### src/rtl/snake_pkg.sv
// ---------------------------------------------------------------------------
// snake_pkg: shared widths, body-word packing and scanner state encoding.
// Revision: 1.0
// ---------------------------------------------------------------------------
`default_nettype none

package snake_pkg;

  localparam int X_W    = 8;
  localparam int Y_W    = 7;
  localparam int ADDR_W = 11;
  localparam int POS_W  = X_W + Y_W;

  localparam int DEF_X = 60;
  localparam int DEF_Y = 60;

  typedef enum logic [1:0] {
    S_IDLE  = 2'd0,
    S_FETCH = 2'd1,
    S_EMIT  = 2'd2,
    S_DONE  = 2'd3
  } scan_state_e;

  // Body words are {x, y} with x in the upper bits.
  function automatic logic [POS_W-1:0] pack_pos(input logic [X_W-1:0] x,
                                                input logic [Y_W-1:0] y);
    return {x, y};
  endfunction

endpackage

`default_nettype wire

### src/rtl/snake_body_scanner.sv
// ---------------------------------------------------------------------------
// snake_body_scanner: walks the body RAM, streams segments and flags the
// lowest segment equal to a latched query point. Revision: 1.0
// ---------------------------------------------------------------------------
`default_nettype none

module snake_body_scanner
  import snake_pkg::*;
#(
  parameter int ADDR_W      = snake_pkg::ADDR_W,
  parameter int X_W         = snake_pkg::X_W,
  parameter int Y_W         = snake_pkg::Y_W,
  parameter int STOP_ON_HIT = 0
) (
  input  logic                 clk,
  input  logic                 rst,
  input  logic                 start_i,
  input  logic [ADDR_W-1:0]    length_i,
  input  logic                 skip_first_i,
  input  logic [X_W-1:0]       query_x_i,
  input  logic [Y_W-1:0]       query_y_i,
  output logic [ADDR_W-1:0]    ram_address_o,
  input  logic [X_W+Y_W-1:0]   ram_q_i,
  output logic                 seg_valid_o,
  input  logic                 seg_ready_i,
  output logic [X_W-1:0]       seg_x_o,
  output logic [Y_W-1:0]       seg_y_o,
  output logic [ADDR_W-1:0]    seg_index_o,
  output logic                 busy_o,
  output logic                 done_o,
  output logic                 hit_o,
  output logic [ADDR_W-1:0]    hit_index_o
);

  scan_state_e             state_q;
  logic [ADDR_W-1:0]       ram_address_q;
  logic [ADDR_W-1:0]       length_q;
  logic [X_W-1:0]          query_x_q;
  logic [Y_W-1:0]          query_y_q;
  logic                    skip_q;
  logic                    seg_valid_q;
  logic                    busy_q;
  logic                    done_q;
  logic                    hit_q;
  logic [ADDR_W-1:0]       hit_index_q;

  logic [ADDR_W-1:0]       ram_address_d;
  logic                    match;
  logic                    last_seg;
  logic                    stop_now;

  assign ram_address_d = ram_address_q + ADDR_W'(1);
  assign match    = (ram_q_i == {query_x_q, query_y_q}) &&
                    !(skip_q && (ram_address_q == '0));
  assign last_seg = (ram_address_q == (length_q - ADDR_W'(1)));
  assign stop_now = last_seg || ((STOP_ON_HIT != 0) && match);

  always_ff @(posedge clk) begin
    if (rst) begin
      state_q       <= S_IDLE;
      ram_address_q <= '0;
      length_q      <= '0;
      query_x_q     <= '0;
      query_y_q     <= '0;
      skip_q        <= 1'b0;
      seg_valid_q   <= 1'b0;
      busy_q        <= 1'b0;
      done_q        <= 1'b0;
      hit_q         <= 1'b0;
      hit_index_q   <= '0;
    end else begin
      case (state_q)
        S_IDLE: begin
          done_q <= 1'b0;
          if (start_i) begin
            length_q      <= length_i;
            query_x_q     <= query_x_i;
            query_y_q     <= query_y_i;
            skip_q        <= skip_first_i;
            hit_q         <= 1'b0;
            hit_index_q   <= '0;
            ram_address_q <= '0;
            busy_q        <= 1'b1;
            if (length_i == '0) begin
              state_q <= S_DONE;
              done_q  <= 1'b1;
            end else begin
              state_q <= S_FETCH;
            end
          end
        end
        S_FETCH: begin
          seg_valid_q <= 1'b1;
          state_q     <= S_EMIT;
        end
        S_EMIT: begin
          // Address is frozen until the handshake, keeping ram_q stable.
          if (seg_ready_i) begin
            seg_valid_q <= 1'b0;
            if (match && !hit_q) begin
              hit_q       <= 1'b1;
              hit_index_q <= ram_address_q;
            end
            if (stop_now) begin
              state_q <= S_DONE;
              done_q  <= 1'b1;
            end else begin
              ram_address_q <= ram_address_d;
              state_q       <= S_FETCH;
            end
          end
        end
        S_DONE: begin
          done_q  <= 1'b0;
          busy_q  <= 1'b0;
          state_q <= S_IDLE;
        end
        default: state_q <= S_IDLE;
      endcase
    end
  end

  assign ram_address_o = ram_address_q;
  assign seg_valid_o   = seg_valid_q;
  assign seg_x_o       = ram_q_i[X_W+Y_W-1:Y_W];
  assign seg_y_o       = ram_q_i[Y_W-1:0];
  assign seg_index_o   = ram_address_q;
  assign busy_o        = busy_q;
  assign done_o        = done_q;
  assign hit_o         = hit_q;
  assign hit_index_o   = hit_index_q;

endmodule

`default_nettype wire

### config.mk
export PLATFORM = sky130hd
export DESIGN_NAME = snake_body_scanner
export DESIGN_NICKNAME = d
export VERILOG_FILES = /design/src/rtl/snake_pkg.sv /design/src/rtl/snake_body_scanner.sv
export SDC_FILE = /design/constraint.sdc
export NUM_CORES = 1
export LEC_CHECK = 0
export CORE_ASPECT_RATIO = 0.8
export CORE_UTILIZATION = 40
export CTS_CLUSTER_DIAMETER = 100
export DETAILED_ROUTE_END_ITERATION = 12
export GPL_ROUTABILITY_DRIVEN = 1
export PLACE_DENSITY = 0.79
export SLEW_MARGIN = 20
export SYNTH_ARGS = -nofsm -noshare
export SYNTH_HDL_FRONTEND = slang
export SYNTH_SLANG_ARGS = --single-unit
### constraint.sdc
create_clock -name clk -period 2.2 [get_ports clk]
set_input_delay 0.22 -clock clk [delete_from_list [all_inputs] [get_ports clk]]
set_output_delay 0.22 -clock clk [all_outputs]
set_load 0.03 [all_outputs]
==> reports/qor.csv <==
metric,value,unit
maxcap violations,0,
Vias/cell,5.215,
setup slack after layout,-0.0008866,ns
Sink Count,55,
initial core utilization,41.64,%
ys flop type,dfxtp_1,
port buffer count,97,
root buffer cell,clkbuf_8,
Clock transition at path regs,0.10,ns
largest net degree at the start of global routing,33,
final WL,8294,um
chip height,80.65,um
failing checks,negative setup slack,
"Net Count, Synth",444,
register bit total from synthesis,55,
Skew-Pair Late Insertion Delay,0.31,ns
Yosys warning total,0,
diode count,0,
top post-synthesis cells by area,"dfxtp_1, nand2_1, a21oi_1",
nature of the critical path startpoint,flop,
status,"finished, violations left",
die width,100.3,um
async set-reset flop share out of synthesis,0,%
fin crit period,2.201,ns
CTS tree,yes,
FMAX,454.4,MHz
kind of critical path,flop to flop,
Detailed Place HPWL,6173,um
GPL Wtd Cong,0.7859,
I/O Pins,98,
synthesized area per cell,7.830,um^2
final setup vio count,1,
Die Footprint,0.008090,mm^2
Buf/Inv on CP,3,
Mapped Area,0.003093,mm^2
DR WL/cell,14.01,um
"antenna viol nets, final",0,
TritonCTS Buffers,5,
Max VDD drop,0.3459,mV
via count,3087,
Tcrit/Tclk final,100.0,%
Finished Core Util,59.69,%
type of the worst min-delay path,primary input to flop,
initial antenna violation count,0,
Pwr Total,0.002382,W
Leak,1.659,nW
clk buf depth,2,
CORE AREA,0.007427,mm^2
PwrDens,537.2,mW/mm^2
Pins Over Slew Limit,0,
sequential-to-total area share from yosys stat,35.60,%
critical path's top delay family,compound AO/OA/AOI/OAI gates,
total gr overflow,0,
drt drc,0,
RSZ-0062 raised after global routing,yes,
Worst path max stage delay,0.35,ns
Syn Inst Count,395,
placed inst area,0.004120,mm^2
Synth top area share,35.60,%
crit path cell chain,inv_2 > ha_4 > nor4b_4 > buf_4 > a221o_1 > o311a_4 > a211oi_4 > buf_6 > a21oi_4 > a21o_2 > nand2_1,
"area leader, netlist",dfxtp_1,
Worst Setup End Kind,flop,
slowest library cell on the worst path,a211oi_4,
Finished Cell Area,0.004433,mm^2
crit-path max FO,7,
number of synthesized flops with an enable pin,0,
global-route wire length before repair,12880,um
vias in the first global route,2733,
Syn-to-layout area delta,43.33,%
DRT Pass-1 Iters,4,
Max-slew headroom,51.42,%
Initial DRC Count,175,
Worst EP arrival,2.46,ns
H-Tree Depth,2,
CP required,2.46,ns
row count,28,
Final Hold Fails,0,
Tot GR Track Use,20.33,%
Worst Skew,0.006387,ns
Worst Tran Pin Value,0.7287,ns
Netlist cell types,49,
share of layout cells above drive strength 1,15.81,%
# nets final,535,
-- kinds of logic (layout without fill, tap and decap cells) --
family,after synthesis,after routing,synth area share [%]
buffers and inverters,58,149,10.80
multiplexers,5,5,1.618
flip-flops,55,55,35.60
AND/OR/NAND/NOR,175,175,28.40
adder cells (fa/ha/maj),3,3,1.214
AO/OA/AOI/OAI,72,73,14.73
XOR/XNOR,27,27,7.646
-- per-layer routing --
metal	vias to the layer above	share of wire (%)	track usage [%]
li1	1517	-	-
met1	1427	45	25.71
met2	132	45	33.70
met3	11	8.4	5.918
met4	0	1.2	5.507
met5	-	0	0
-- metrics by stage --
stage                     cells    TNS [ns]  worst slack [ns]  hold WS [ns]
after global placement      576      -2.000           -0.1990        0.4546
after global routing        592      -1.100           -0.1386        0.4265
after CTS                   586  -0.0001137        -0.0001137        0.4339
after detailed placement    576      -2.249           -0.1983        0.4608
final                       592  -0.0008866        -0.0008866        0.4420
after floorplan             395           0          0.001028        0.3560
-- timing repair --
| item | CTS | global route |
|---|---|---|
| cloned | 1 | 2 |
| gates resized for setup | 9 | 18 |
| hold buffers | 0 | 0 |
| setup endpoints to repair | 10 | 23 |
| pin swaps | 8 | 17 |
| setup buffers | 1 | 4 |
-- report_power, final --
group / switching (W) / internal (W) / total [W]
clock network: 0.000345 / 0.000343 / 0.000688
registers: 0.0000397 / 0.00104 / 0.00108
logic: 0.000311 / 0.000307 / 0.000618
total: 0.000695 / 0.00169 / 0.00238
-- registers in the layout (all words and copies together), names as in the netlist --
register / flops
done_o: 1
skip_q: 1
hit_index_o: 11
hit_o: 1
ram_address_o: 11
state_q: 2
query_x_q: 8
query_y_q: 7
seg_valid_o: 1
length_q: 11
busy_o: 1
-- synth_stat cells (all sizes together), types with 2 or more instances --
| library cell | number |
|---|---|
| nand2 | 77 |
| dfxtp | 55 |
| a21oi | 52 |
| buf | 32 |
| nand2b | 19 |
| clkbuf | 18 |
| nand3 | 16 |
| nor2 | 15 |
| nand4 | 14 |
| xnor2 | 14 |
| xor2 | 13 |
| inv | 8 |
| nor4 | 8 |
| nor3 | 7 |
| a211oi | 5 |
| mux2i | 5 |
| or3 | 5 |
| a21o | 4 |
| ha | 3 |
| nand4b | 3 |
| or4 | 2 |
-- worst register-to-register path: stages, from the launching register on --
cell,delay [ns]
dfxtp_2,0.34
inv_2,0.04
ha_4,0.15
nor4b_4,0.12
buf_4,0.17
a221o_1,0.33
o311a_4,0.13
a211oi_4,0.35
buf_6,0.16
a21oi_4,0.07
a21o_2,0.24
nand2_1,0.05
-- cell type report --
cell class / count / area, um^2
Tap cell: 105 / 131.4
Multi-Input combinational cell: 283 / 1780
Timing Repair Buffer: 133 / 1262
Inverter: 8 / 30.03
Clock buffer: 5 / 68.82
Fill cell: 677 / 2994
Sequential cell: 55 / 1114
Clock inverter: 3 / 46.29
-- final timing paths --
check	startpoint	to	slack, ns	depth (start not counted)
max	length_q[0]	ram_address_o[9]	-0.0009	11
min reg2reg	hit_index_o[5]	hit_index_o[5]	0.47	2
min	query_y_i[0]	query_y_q[0]	0.44	3
max reg2reg	length_q[0]	ram_address_o[9]	-0.0009	11
-- placed cells by master, fill, tap and decap left out, types with 4 or more instances in the layout --
| cell | count |
|---|---|
| a211oi_1 | 4 |
| nor4_1 | 7 |
| clkbuf_8 | 5 |
| dfxtp_2 | 7 |
| dfxtp_1 | 47 |
| clkdlybuf4s50_1 | 97 |
| nand2b_1 | 19 |
| nor2_1 | 14 |
| or3_1 | 4 |
| inv_1 | 6 |
| buf_4 | 31 |
| mux2i_1 | 5 |
| nand3_1 | 15 |
| nand2_1 | 76 |
| nor3_1 | 5 |
| xor2_1 | 13 |
| a21oi_1 | 49 |
| nand4_1 | 14 |
| xnor2_1 | 14 |
No activity file was read; power rests on OpenSTA's default activity.
